==> src/rtl/uart_pkg.sv <==
// Shared types and constants for the oversampling UART receiver.
// Contents: receiver state enum, character width, and a ceil-log2 helper
// used to size the tick and bit-index counters.
package uart_pkg;

   localparam int unsigned DATA_WIDTH = 8;

   typedef enum logic [2:0] {
      IDLE,
      START,
      DATA,
      PARITY,
      STOP
   } state_t;

   // Bits needed to count 0..value-1 (at least 1).
   function automatic int unsigned clog2(input int unsigned value);
      int unsigned r;
      int unsigned v;
      r = 0;
      v = value - 1;
      while (v != 0) begin
         r = r + 1;
         v = v >> 1;
      end
      return (r == 0) ? 1 : r;
   endfunction

endpackage

==> src/rtl/uart_rx_sync.sv <==
// Two-flop synchronizer for the asynchronous serial line.
// Flops preset to 1 on reset so an idle line is seen after reset.
// Ports:
//   CLK     in  clock
//   RST_N   in  synchronous active-high reset
//   i_async in  asynchronous input
//   o_sync  out synchronized output (2-cycle latency)
module uart_rx_sync (
   input  logic CLK,
   input  logic RST_N,
   input  logic i_async,
   output logic o_sync
);

   logic [1:0] r_meta;

   always_ff @(posedge CLK) begin
      if (RST_N) begin
         r_meta <= 2'b11;
      end else begin
         r_meta <= {r_meta[0], i_async};
      end
   end

   assign o_sync = r_meta[1];

endmodule

==> src/rtl/uart_rx_core.sv <==
// Oversampling UART receiver: 7/8 data bits, optional even/odd parity,
// 1 or 2 stop bits. Delivers each character as a one-cycle oDE strobe.
// Optional build macro: UART_RX_MAJORITY_EN (2-of-3 majority voting per bit,
// decision one tick later than the single-sample default).
// Ports:
//   CLK           in  oversampling clock (OVER_SAMPLING ticks per bit)
//   RST_N         in  synchronous active-high reset
//   iSEVEN_BIT    in  1 = 7 data bits, 0 = 8
//   iPARITY_EN    in  1 = parity bit present
//   iODD_PARITY   in  1 = odd parity, 0 = even
//   iSTOP_BIT     in  1 = 2 stop bits, 0 = 1
//   iUART_RX      in  asynchronous serial input, idle high
//   oRETRY        out pulse on false start or framing error
//   oPARITY_ERROR out pulse with oDE when parity mismatches
//   oDE           out one-cycle strobe, oDATA holds a new character
//   oDATA         out received character (bit7 = 0 in 7-bit mode)
module uart_rx_core
   import uart_pkg::*;
#(
   parameter int unsigned OVER_SAMPLING = 8
) (
   input  logic                  CLK,
   input  logic                  RST_N,
   input  logic                  iSEVEN_BIT,
   input  logic                  iPARITY_EN,
   input  logic                  iODD_PARITY,
   input  logic                  iSTOP_BIT,
   input  logic                  iUART_RX,
   output logic                  oRETRY,
   output logic                  oPARITY_ERROR,
   output logic                  oDE,
   output logic [DATA_WIDTH-1:0] oDATA
);

   localparam int unsigned CNT_W = clog2(OVER_SAMPLING);
   localparam int unsigned IDX_W = clog2(DATA_WIDTH);
   localparam int unsigned HALF  = OVER_SAMPLING / 2;
`ifdef UART_RX_MAJORITY_EN
   localparam int unsigned START_TICK = HALF;
`else
   localparam int unsigned START_TICK = HALF - 1;
`endif

   state_t                r_state;
   state_t                w_next;
   logic [CNT_W-1:0]      r_cnt;
   logic [IDX_W-1:0]      r_idx;
   logic                  r_stop_idx;
   logic [DATA_WIDTH-1:0] r_shift;
   logic                  r_par_err;
   logic                  r_cfg_seven;
   logic                  r_cfg_par;
   logic                  r_cfg_odd;
   logic                  r_cfg_two;
   logic                  r_rx_prev;
   logic                  w_rx;
   logic                  w_bit;
   logic                  w_fall;
   logic                  w_tick;
   logic                  w_last_data;
   logic                  w_retry;
   logic                  w_de;
   logic                  w_sample_data;
   logic                  w_sample_par;
   logic                  w_sample_stop;

   uart_rx_sync u_sync (
      .CLK     (CLK),
      .RST_N   (RST_N),
      .i_async (iUART_RX),
      .o_sync  (w_rx)
   );

   // Bit decision: majority of the last three synchronized samples, or the current one.
`ifdef UART_RX_MAJORITY_EN
   logic r_rx_prev2;
   assign w_bit = (r_rx_prev2 & r_rx_prev) | (r_rx_prev2 & w_rx) | (r_rx_prev & w_rx);
`else
   assign w_bit = w_rx;
`endif

   assign w_fall      = r_rx_prev & ~w_rx;
   // START decides near mid-bit; later states decide one full bit after the previous decision.
   assign w_tick      = (r_state == START) ? (r_cnt == CNT_W'(START_TICK))
                                           : (r_cnt == CNT_W'(OVER_SAMPLING - 1));
   assign w_last_data = (r_idx == (r_cfg_seven ? IDX_W'(DATA_WIDTH - 2) : IDX_W'(DATA_WIDTH - 1)));

   // State register.
   always_ff @(posedge CLK) begin
      if (RST_N) begin
         r_state <= IDLE;
      end else begin
         r_state <= w_next;
      end
   end

   // Next-state logic.
   always_comb begin
      w_next = r_state;
      case (r_state)
         IDLE:   if (w_fall) w_next = START;
         START:  if (w_tick) w_next = w_bit ? IDLE : DATA;
         DATA:   if (w_tick && w_last_data) w_next = r_cfg_par ? PARITY : STOP;
         PARITY: if (w_tick) w_next = STOP;
         STOP: begin
            if (w_tick) begin
               if (!w_bit || !r_cfg_two || r_stop_idx) w_next = IDLE;
            end
         end
         default: w_next = IDLE;
      endcase
   end

   // Output / datapath decode.
   always_comb begin
      w_retry       = 1'b0;
      w_de          = 1'b0;
      w_sample_data = 1'b0;
      w_sample_par  = 1'b0;
      w_sample_stop = 1'b0;
      case (r_state)
         START:  w_retry       = w_tick & w_bit;
         DATA:   w_sample_data = w_tick;
         PARITY: w_sample_par  = w_tick;
         STOP: begin
            w_sample_stop = w_tick;
            w_retry       = w_tick & ~w_bit;
            w_de          = w_tick & w_bit & (~r_cfg_two | r_stop_idx);
         end
         default: ;
      endcase
   end

   // Datapath and registered outputs.
   always_ff @(posedge CLK) begin
      if (RST_N) begin
         r_cnt         <= '0;
         r_idx         <= '0;
         r_stop_idx    <= 1'b0;
         r_shift       <= '0;
         r_par_err     <= 1'b0;
         r_cfg_seven   <= 1'b0;
         r_cfg_par     <= 1'b0;
         r_cfg_odd     <= 1'b0;
         r_cfg_two     <= 1'b0;
         r_rx_prev     <= 1'b1;
`ifdef UART_RX_MAJORITY_EN
         r_rx_prev2    <= 1'b1;
`endif
         oRETRY        <= 1'b0;
         oPARITY_ERROR <= 1'b0;
         oDE           <= 1'b0;
         oDATA         <= '0;
      end else begin
         r_rx_prev     <= w_rx;
`ifdef UART_RX_MAJORITY_EN
         r_rx_prev2    <= r_rx_prev;
`endif
         oRETRY        <= w_retry;
         oDE           <= w_de;
         oPARITY_ERROR <= w_de & r_par_err;
         if (w_de) oDATA <= r_shift;

         if (r_state == IDLE) begin
            r_cnt <= '0;
            // Frame configuration is frozen at start detection.
            if (w_fall) begin
               r_cfg_seven <= iSEVEN_BIT;
               r_cfg_par   <= iPARITY_EN;
               r_cfg_odd   <= iODD_PARITY;
               r_cfg_two   <= iSTOP_BIT;
               r_idx       <= '0;
               r_stop_idx  <= 1'b0;
               r_shift     <= '0;
               r_par_err   <= 1'b0;
            end
         end else begin
            r_cnt <= w_tick ? '0 : r_cnt + CNT_W'(1);
            if (w_sample_data) begin
               r_shift[r_idx] <= w_bit;
               r_idx          <= r_idx + IDX_W'(1);
            end
            // Unused bit7 stays 0 in 7-bit mode, so it does not disturb the XOR.
            if (w_sample_par) r_par_err <= ((^r_shift) ^ w_bit) != r_cfg_odd;
            if (w_sample_stop) r_stop_idx <= 1'b1;
         end
      end
   end

endmodule

==> config.mk <==
export PLATFORM = sky130hd
export DESIGN_NAME = uart_rx_core
export DESIGN_NICKNAME = d
export VERILOG_FILES = /design/src/rtl/uart_pkg.sv /design/src/rtl/uart_rx_sync.sv /design/src/rtl/uart_rx_core.sv
export SDC_FILE = /design/constraint.sdc
export NUM_CORES = 1
export LEC_CHECK = 0
export CAP_MARGIN = 30
export CORE_ASPECT_RATIO = 1.4
export CORE_UTILIZATION = 50
export DETAILED_ROUTE_END_ITERATION = 8
export GPL_ROUTABILITY_DRIVEN = 0
export PLACE_DENSITY = 0.72
export SETUP_SLACK_MARGIN = 0.05
export SYNTH_ARGS = -nofsm -noshare
export SYNTH_HDL_FRONTEND = slang
export SYNTH_SLANG_ARGS = --single-unit
==> constraint.sdc <==
create_clock -name CLK -period 1.8 [get_ports CLK]
set_input_delay 0.36 -clock CLK [delete_from_list [all_inputs] [get_ports CLK]]
set_output_delay 0.36 -clock CLK [all_outputs]
set_load 0.02 [all_outputs]
==> metrics.txt, run 1 <==
run status=complete, no violations; post-synthesis mux area share=0.0693; largest family of logic cells by synthesized area=compound AO/OA/AOI/OAI gates; DP HPWL=2820 um; number of warnings issued by yosys=0; Synth Area per Inst=9.63 sq um; number of I/O port buffers=17; Least-Margin Pin Slew=0.481 ns; Final Routed Wirelength=3780 um; number of standard cells after synthesis=180; category of the most critical setup path=flop to flop; final number of hold-violating endpoints=0; largest fanout on the critical path=12; wire length per cell=15.6 um; Post CTS Setup Buffer Count=0; sequential power share=0.501; clock root buffer=sky130_fd_sc_hd__clkbuf_8; clock buffers created by TritonCTS=5; synthesized-area fraction occupied by and/or/nand/nor cells=0.177; max-capacitance violation count=0; final setup violating endpoints=0; compound-cell area share of the yosys netlist=0.183; vertical extent of the die=71.7 um; Clock power frac=0.440; non-filler cells in the finished layout=243; number of nets with antenna violations after detailed routing=0; power share of the combinational group=0.059; number of design-rule violations left by the first detailed-router iteration=61; Setup crit end kind=flop; proportion of synthesized chip area in sequential cells=0.427; Max clock buf depth=2; number of levels the H-tree was split into=2; path type of the worst min-delay path=flop to flop; final clock skew=0.00743 ns; number of global-route vias before repair=1,481; clock net sink count=37; Die ar.=3710 sq um; clock insertion delay at the later pin of the skew report=0.29 ns; hold bufs inserted after CTS=0; routed via count divided by cell count=5.76; most common flop cell mapped by yosys=sky130_fd_sc_hd__dfxtp_1; Final nets=212; Synth Area in XOR/XNOR=0.0635; number of cells in the design after placement=235; static power due to leakage=0.791 nW; switching part of the total power=0.204; overflow left after global routing=0; total negative setup slack=0 ns; time the worst path needs with I/O delays and setup=1.63 ns; net switching power=0.000339 W; Crit path required time=1.96 ns; DIE WIDTH=51.8 um; antenna violations before repair=0; CP peak stage delay=0.52 ns; standard-cell row count=24; post-synthesis cell type with the largest combined area=sky130_fd_sc_hd__dfxtp_1; number of distinct library cells after synthesis=44; Internal Pwr Total=0.00132 W; count of flip-flops with a built-in enable after synthesis=0; most frequent cells in the layout=37 x sky130_fd_sc_hd__dfxtp_1, 21 x sky130_fd_sc_hd__nor2_1, 17 x sky130_fd_sc_hd__clkdlybuf4s50_1; total of fill cells in the finished design=262; fin crit share=0.908; peak supply drop=673 uV; Net Count, Synth=189; number of ports placed on the die boundary=18; Worst EP arrival=1.79 ns; maximum number of pins on one net before global-route repair=15; GRT Util Overall=0.244; Setup crit start kind=flop; count of buffer and inverter cells on the critical path=0; dominant delay contributor by cell family on the critical path=simple AND/OR/NAND/NOR gates; share of the core filled with cells in the final layout=0.652; relative max-transition margin=0.679; drt drc=0; TritonCTS clock tree=built; routed via count=1,399; master of the slowest instance on the critical path=sky130_fd_sc_hd__or3b_1; Layout Area Growth over Synthesis=20.9%; number of antenna repair diodes=0; commonest non-fill, non-tap cell in the layout=sky130_fd_sc_hd__dfxtp_1; max-slew violation count=0; count of TritonRoute iterations in the first routing pass=4; count of state elements after synthesis=37; pwr/cell area=793 nW/um^2; fraction of post-synthesis cell area in the top cell type by area=0.427; layout cell share with drive strength beyond 1=0.152; post-synthesis adder-cell area fraction=0.0144; first-pass GRT wire length=6600 um; share of flip-flops with an asynchronous set or reset after synthesis=0; worst hold slack across all endpoints=0.422 ns; Mapped Area=1730 sq um; RSZ-0062 raised after global routing=no; Initial Utilization=0.540; Core Footprint=3210 sq um; Critical Path, Cell by Cell=or3b_1, or2_4, a21boi_2, a211oi_1; clock-pin slew on the worst setup and hold paths=0.07 ns; leading post-synthesis cells by cell area=sky130_fd_sc_hd__dfxtp_1 43%, sky130_fd_sc_hd__mux2i_1 6.9%, sky130_fd_sc_hd__nor2_1 4.5%; top achievable clock speed=0.612 GHz
==> layout make-up <==
class,count,area [sq um],share of cell area
inverter,6,22.5,0.0107
tap,39,48.8,0.0233
clock buffer,7,86.3,0.0412
clock inverter,1,30.0,0.0143
timing repair buffer,31,275,0.131
sequential,37,741,0.353
multi-input combinational,122,892,0.426
==> worst reg2reg max path: stages, from the launching register on <==
cell and delay [ns]:
sky130_fd_sc_hd__dfxtp_1 0.31, sky130_fd_sc_hd__or3b_1 0.52, sky130_fd_sc_hd__or2_4 0.35, sky130_fd_sc_hd__a21boi_2 0.22, sky130_fd_sc_hd__a211oi_1 0.11
==> synth_stat cells, drive strengths merged (2+ instances only) <==
library cell and instances:
and2 4, a21oi 8, mux2i 12, clkbuf 6, a32oi 4, a211o 2, a22oi 6, nor2 22
o2111ai 2, nor3 4, dfxtp 37, nor2b 2, inv 6, nand2b 4, a41oi 2, nor4b 2
nand3 2, nor4 2, nand2 2, nor3b 2, or2 5, xnor2 8, xor2 2, ha 2
a211oi 11, o211ai 2, buf 9
==> registers in the layout, summed over array words and instances, names as in the netlist <==
register       cells
r_cfg_seven        1
oDE                1
r_cfg_par          1
r_shift            8
r_cfg_odd          1
r_stop_idx         1
r_par_err          1
oDATA              8
u_sync.r_meta      2
oRETRY             1
r_state            3
r_rx_prev          1
r_idx              3
oPARITY_ERROR      1
r_cnt              3
r_cfg_two          1
==> cell families (layout without fill, tap and decap cells) <==
logic type	after synthesis	count (layout)
flip-flops	37	37
adder cells (fa/ha/maj)	2	2
XOR/XNOR	11	11
AO/OA/AOI/OAI	41	41
multiplexers	12	12
AND/OR/NAND/NOR	56	56
buffers and inverters	21	45
==> final timing paths <==
check	from	to	slack, ns	cells after the start
setup / recovery	r_state[1]$_SDFFE_PP0P_	r_shift[5]$_SDFFE_PP0P_	0.17	4
hold / removal	u_sync.r_meta[0]$_SDFF_PP1_	u_sync.r_meta[1]$_SDFF_PP1_	0.42	1
setup reg to reg	r_state[1]$_SDFFE_PP0P_	r_shift[5]$_SDFFE_PP0P_	0.17	4
hold reg to reg	u_sync.r_meta[0]$_SDFF_PP1_	u_sync.r_meta[1]$_SDFF_PP1_	0.42	1
==> layer usage <==
metal	GRT usage	up-vias	part of all wire
li1	-	688	-
met1	0.263	658	0.40
met2	0.400	44	0.52
met3	0.0637	9	0.048
met4	0.177	0	0.024
met5	0	-	0
==> repair_timing <==
action | CTS | global route
gates resized for setup | 0 | 3
hold endpoints to repair | 0 | 0
endpoints found under the setup margin | 0 | 8
==> per-stage QoR <==
stage	power [W]	area, sq um	setup WS [ns]
2_1_floorplan	0.000918	1730	0.0817
3_3_place_gp	0.000944	1970	0.197
3_5_place_dp	0.000948	1970	0.102
4_1_cts	0.00168	2080	0.0927
5_1_grt	0.00173	2100	0.0797
6_report	0.00166	2100	0.166
==> power by group through the flow <==
| stage | Combinational, W | Sequential, W | Clock, W |
|---|---|---|---|
| after detailed placement | 0.0000965 | 0.000851 | 0 |
| after global placement | 0.0000930 | 0.000851 | 0 |
| final | 0.0000979 | 0.000833 | 0.000732 |
| after floorplan | 0.0000682 | 0.000850 | 0 |
| after global routing | 0.000107 | 0.000833 | 0.000788 |
| after CTS | 0.0000967 | 0.000833 | 0.000746 |
No activity file was read; power rests on OpenSTA's default activity.
==> inputs of run 2 (changes only) <==
Settings changed: CORE_ASPECT_RATIO 1.4 to not set.
==> metrics.txt, run 2 (synthesis gave the netlist of run 1 again) <==
run status=complete, no violations; top achievable clock speed=0.595 GHz; Critical Path, Cell by Cell=clkdlybuf4s50_1; master of the slowest instance on the critical path=sky130_fd_sc_hd__clkdlybuf4s50_1; number of nets with antenna violations after detailed routing=0; max-capacitance violation count=0; clock insertion delay at the later pin of the skew report=0.35 ns; overflow left after global routing=0; Setup crit start kind=flop; largest fanout on the critical path=2; wire length per cell=13.8 um; routed via count divided by cell count=5.71; max-slew violation count=0; GRT Util Overall=0.209; DIE WIDTH=60.9 um; commonest non-fill, non-tap cell in the layout=sky130_fd_sc_hd__dfxtp_1; relative max-transition margin=0.678; Die ar.=3710 sq um; fin crit share=0.934; net switching power=0.000328 W; maximum number of pins on one net before global-route repair=38; switching part of the total power=0.244; total negative setup slack=0 ns; RSZ-0062 raised after global routing=no; number of I/O port buffers=17; number of antenna repair diodes=0; power share of the combinational group=0.068; Post CTS Setup Buffer Count=0; Layout Area Growth over Synthesis=16.5%; total power consumption of the routed design=0.00135 W; path type of the worst min-delay path=flop to flop; Final Routed Wirelength=3370 um; count of buffer and inverter cells on the critical path=1; clock root buffer=sky130_fd_sc_hd__clkbuf_4; final clock skew=0.0142 ns; static power due to leakage=0.758 nW; Hold Startpoint=u_sync.r_meta[0]$_SDFF_PP1_; TritonCTS clock tree=built; largest registers in the final layout=oDATA: 8 flops, r_shift: 8 flops; layout cell share with drive strength beyond 1=0.141; number of ports placed on the die boundary=18; Setup crit end kind=output pin; drt drc=0; clock net sink count=37; Clock power frac=0.312; number of levels the H-tree was split into=2; Initial Utilization=0.520; pwr/cell area=667 nW/um^2; Worst EP arrival=1.32 ns; category of the most critical setup path=flop to output pin; vertical extent of the die=60.9 um; number of design-rule violations left by the first detailed-router iteration=63; setup ws final=0.120 ns; critical register-to-register path startpoint=r_state[1]$_SDFFE_PP0P_; count of TritonRoute iterations in the first routing pass=4; standard-cell row count=21; first-pass GRT wire length=5600 um; Least-Margin Pin Slew=0.483 ns; antenna violations before repair=0; pre-CTS WS=0.110 ns; clock-pin slew on the worst setup and hold paths=0.12 ns; Max clock buf depth=2; peak supply drop=431 uV; routed via count=1,399; time the worst path needs with I/O delays and setup=1.68 ns; DP HPWL=2430 um; final number of hold-violating endpoints=0; Final nets=207; most frequent cells in the layout=36 x sky130_fd_sc_hd__dfxtp_1, 21 x sky130_fd_sc_hd__nor2_1, 16 x sky130_fd_sc_hd__clkdlybuf4s50_1; Crit path required time=1.44 ns; final setup violating endpoints=0; Internal Pwr Total=0.00102 W; Core Footprint=3340 sq um; sequential power share=0.620; source of the critical timing path=oDATA[3]$_SDFFE_PP0P_; clock buffers created by TritonCTS=5; number of global-route vias before repair=1,255; CP peak stage delay=0.61 ns; dominant delay contributor by cell family on the critical path=buffers and inverters
run 2: cell types whose count changed in the layout (fill, tap and decap cells not counted), sizes merged:
cell | before | now
bufinv | 1 | 0
dlymetal6s2s | 0 | 1
clkbuf | 7 | 5
clkinv | 0 | 2
clkinvlp | 0 | 1
buf | 14 | 9
clkdlybuf4s50 | 17 | 16
run 2: per-stage QoR:
step                      cells  hold WS, ns  utilization  instance area (sq um)
after CTS                   245        0.432        0.601                   2010
final                       245        0.424        0.605                   2020
after global placement      237        0.399        0.585                   1950
after detailed placement    237        0.402        0.585                   1950
after floorplan             180        0.389            -                   1730
after global routing        245        0.465        0.605                   2020
run 2: layout make-up:
type                    count  area [sq um]
multi-input cells         122           890
repair buffers             26           253
clock buffers               5          37.5
clock inverters             3          17.5
fillers                   307          1320
flip-flops and latches     37           742
well taps                  46          57.6
inverters                   6          22.5
run 2: path summary, 6_finish.rpt:
path | end | slack, ns | cells past startpoint
max | oDATA[3] | 0.12 | 1
min | u_sync.r_meta[1]$_SDFF_PP1_ | 0.42 | 1
max reg2reg | r_shift[1]$_SDFFE_PP0P_ | 0.14 | 5
min reg2reg | u_sync.r_meta[1]$_SDFF_PP1_ | 0.42 | 1
run 2: timing repair:
item,4_1_cts,5_1_grt
gates resized for setup,0,5
hold buffers,0,0
endpoints found under the setup margin,0,10
run 2: power groups by stage:
stage          sequential, W  clock [W]  combinational [W]
6_report            0.000836   0.000420          0.0000921
5_1_grt             0.000837   0.000465           0.000101
3_3_place_gp        0.000853          0          0.0000893
2_1_floorplan       0.000850          0          0.0000682
4_1_cts             0.000835   0.000433          0.0000914
3_5_place_dp        0.000854          0          0.0000911
run 2: routing by layer:
| layer | part of all wire | vias to the layer above | global-route usage |
|---|---|---|---|
| li1 | - | 685 | - |
| met1 | 0.45 | 655 | 0.267 |
| met2 | 0.48 | 49 | 0.334 |
| met3 | 0.050 | 10 | 0.0448 |
| met4 | 0.023 | 0 | 0.104 |
| met5 | 0 | - | 0 |
==> inputs of run 3 (changes only) <==
Settings changed: CELL_PAD_IN_SITES_DETAIL_PLACEMENT set to 0, CELL_PAD_IN_SITES_GLOBAL_PLACEMENT set to 2, CORE_UTILIZATION 50 to 32, MAX_ROUTING_LAYER set to met4, PLACE_DENSITY 0.72 to 0.73.
==> metrics.txt, run 3 (synthesis gave the netlist of run 1 again) <==
clock insertion delay at the later pin of the skew report=0.29 ns; largest fanout on the critical path=7; routed via count=1,377; static power due to leakage=0.774 nW; Hold Startpoint=u_sync.r_meta[0]$_SDFF_PP1_; peak supply drop=290 uV; number of design-rule violations left by the first detailed-router iteration=50; run status=complete, no violations; logic depth of the worst register-to-register path=4; number of levels the H-tree was split into=2; TritonCTS clock tree=built; max-slew violation count=0; vertical extent of the die=75.6 um; dominant delay contributor by cell family on the critical path=simple AND/OR/NAND/NOR gates; commonest non-fill, non-tap cell in the layout=sky130_fd_sc_hd__dfxtp_1; number of global-route vias before repair=1,335; Crit path required time=1.96 ns; register-to-register setup slack=0.17 ns; total of fill cells in the finished design=505; overflow left after global routing=0; worst flop-to-flop path endpoint=r_shift[3]$_SDFFE_PP0P_; Clock power frac=0.382; Core Footprint=5170 sq um; path type of the worst min-delay path=flop to flop; CP peak stage delay=0.40 ns; number of antenna repair diodes=0; antenna violations before repair=0; net switching power=0.000368 W; Setup crit start kind=flop; largest registers in the final layout=oDATA: 8 flops, r_shift: 8 flops; end point of the worst hold path=u_sync.r_meta[1]$_SDFF_PP1_; number of ports placed on the die boundary=18; final clock skew=0.00727 ns; count of buffer and inverter cells on the critical path=0; DP HPWL=2570 um; Critical Path, Cell by Cell=or2_1, or3_1, a21boi_1, a211oi_1; power share of the combinational group=0.065; top achievable clock speed=0.613 GHz; GRT Util Overall=0.155; clock-pin slew on the worst setup and hold paths=0.08 ns; Max clock buf depth=2; fin crit share=0.907; number of instances on the worst hold path=1; switching part of the total power=0.244; total power consumption of the routed design=0.00151 W; routed via count divided by cell count=5.04; drt drc=0; maximum number of pins on one net before global-route repair=38; time the worst path needs with I/O delays and setup=1.63 ns; Least-Margin Pin Slew=0.527 ns; share of the core filled with cells in the final layout=0.408; Initial Utilization=0.335; final setup violating endpoints=0; layout cell share with drive strength beyond 1=0.153; pwr/cell area=716 nW/um^2; DIE WIDTH=75.6 um; wire length per cell=13.5 um; Worst EP arrival=1.80 ns; Die ar.=5720 sq um; first-pass GRT wire length=6410 um; relative max-transition margin=0.648; clock buffers created by TritonCTS=5; Seq. cell area=741 sq um; number of nets with antenna violations after detailed routing=0; combined area of the multi-input logic cells=891 sq um; max-capacitance violation count=0; Layout Area Growth over Synthesis=21.6%; worst hold slack across all endpoints=0.429 ns; count of TritonRoute iterations in the first routing pass=4; clock net sink count=37; master of the slowest instance on the critical path=sky130_fd_sc_hd__or3_1; most frequent cells in the layout=37 x sky130_fd_sc_hd__dfxtp_1, 21 x sky130_fd_sc_hd__nor2_1, 17 x sky130_fd_sc_hd__clkdlybuf4s50_1; Internal Pwr Total=0.00114 W; number of I/O port buffers=17; Final Routed Wirelength=3690 um; Final nets=211; RSZ-0062 raised after global routing=no; critical register-to-register path startpoint=r_state[0]$_SDFFE_PP0P_; clock root buffer=sky130_fd_sc_hd__clkbuf_8; total negative setup slack=0 ns; Setup crit end kind=flop; category of the most critical setup path=flop to flop; sequential power share=0.553; hold bufs inserted after CTS=0; standard-cell row count=26; critical path depth in cells=4; final number of hold-violating endpoints=0
[run 3: worst max path at each step]
stage,startpoint,endpoint,slack (ns)
final,r_state[0]$_SDFFE_PP0P_,r_shift[3]$_SDFFE_PP0P_,0.17
after global routing,r_idx[0]$_SDFFE_PP0P_,r_state[0]$_SDFFE_PP0P_,0.06
after CTS,r_cnt[0]$_SDFF_PP0_,r_shift[4]$_SDFFE_PP0P_,0.05
after detailed placement,r_cnt[0]$_SDFF_PP0_,r_shift[4]$_SDFFE_PP0P_,0.06
after global placement,r_cnt[0]$_SDFF_PP0_,r_shift[4]$_SDFFE_PP0P_,0.11
after floorplan,r_cnt[0]$_SDFF_PP0_,r_shift[0]$_SDFFE_PP0P_,0.08
[run 3: cell type report]
class | instances | share of cell area
well taps | 70 | 0.0415
clock inverters | 3 | 0.00831
inverters | 6 | 0.0107
flip-flops and latches | 37 | 0.351
clock buffers | 5 | 0.0326
multi-input cells | 122 | 0.423
repair buffers | 30 | 0.133
[run 3: per-layer routing]
layer	vias up	track usage	wire length, um
met5	-	-	0
met4	0	0.0576	51
met3	6	0.0357	105
met2	24	0.228	1720
met1	657	0.206	1810
li1	690	-	-
[run 3: timing repair]
item,4_1_cts,5_1_grt
buffers inserted,0,0
gates resized for setup,0,3
setup endpoints to repair,0,6
[run 3: stage by stage]
| step | area (sq um) | worst slack, ns | std cells |
|---|---|---|---|
| after detailed placement | 2010 | 0.0626 | 265 |
| after global routing | 2110 | 0.0640 | 273 |
| after global placement | 2010 | 0.109 | 265 |
| after floorplan | 1730 | 0.0817 | 180 |
| final | 2110 | 0.168 | 273 |
| after CTS | 2100 | 0.0514 | 273 |
[run 3: power by group through the flow]
stage,clock (W),sequential [W],combinational [W]
floorplan,0,0.000850,0.0000682
global placement,0,0.000853,0.0000970
CTS,0.000592,0.000834,0.0000983
detailed placement,0,0.000853,0.0000982
global route,0.000622,0.000835,0.000109
finish,0.000577,0.000834,0.0000987
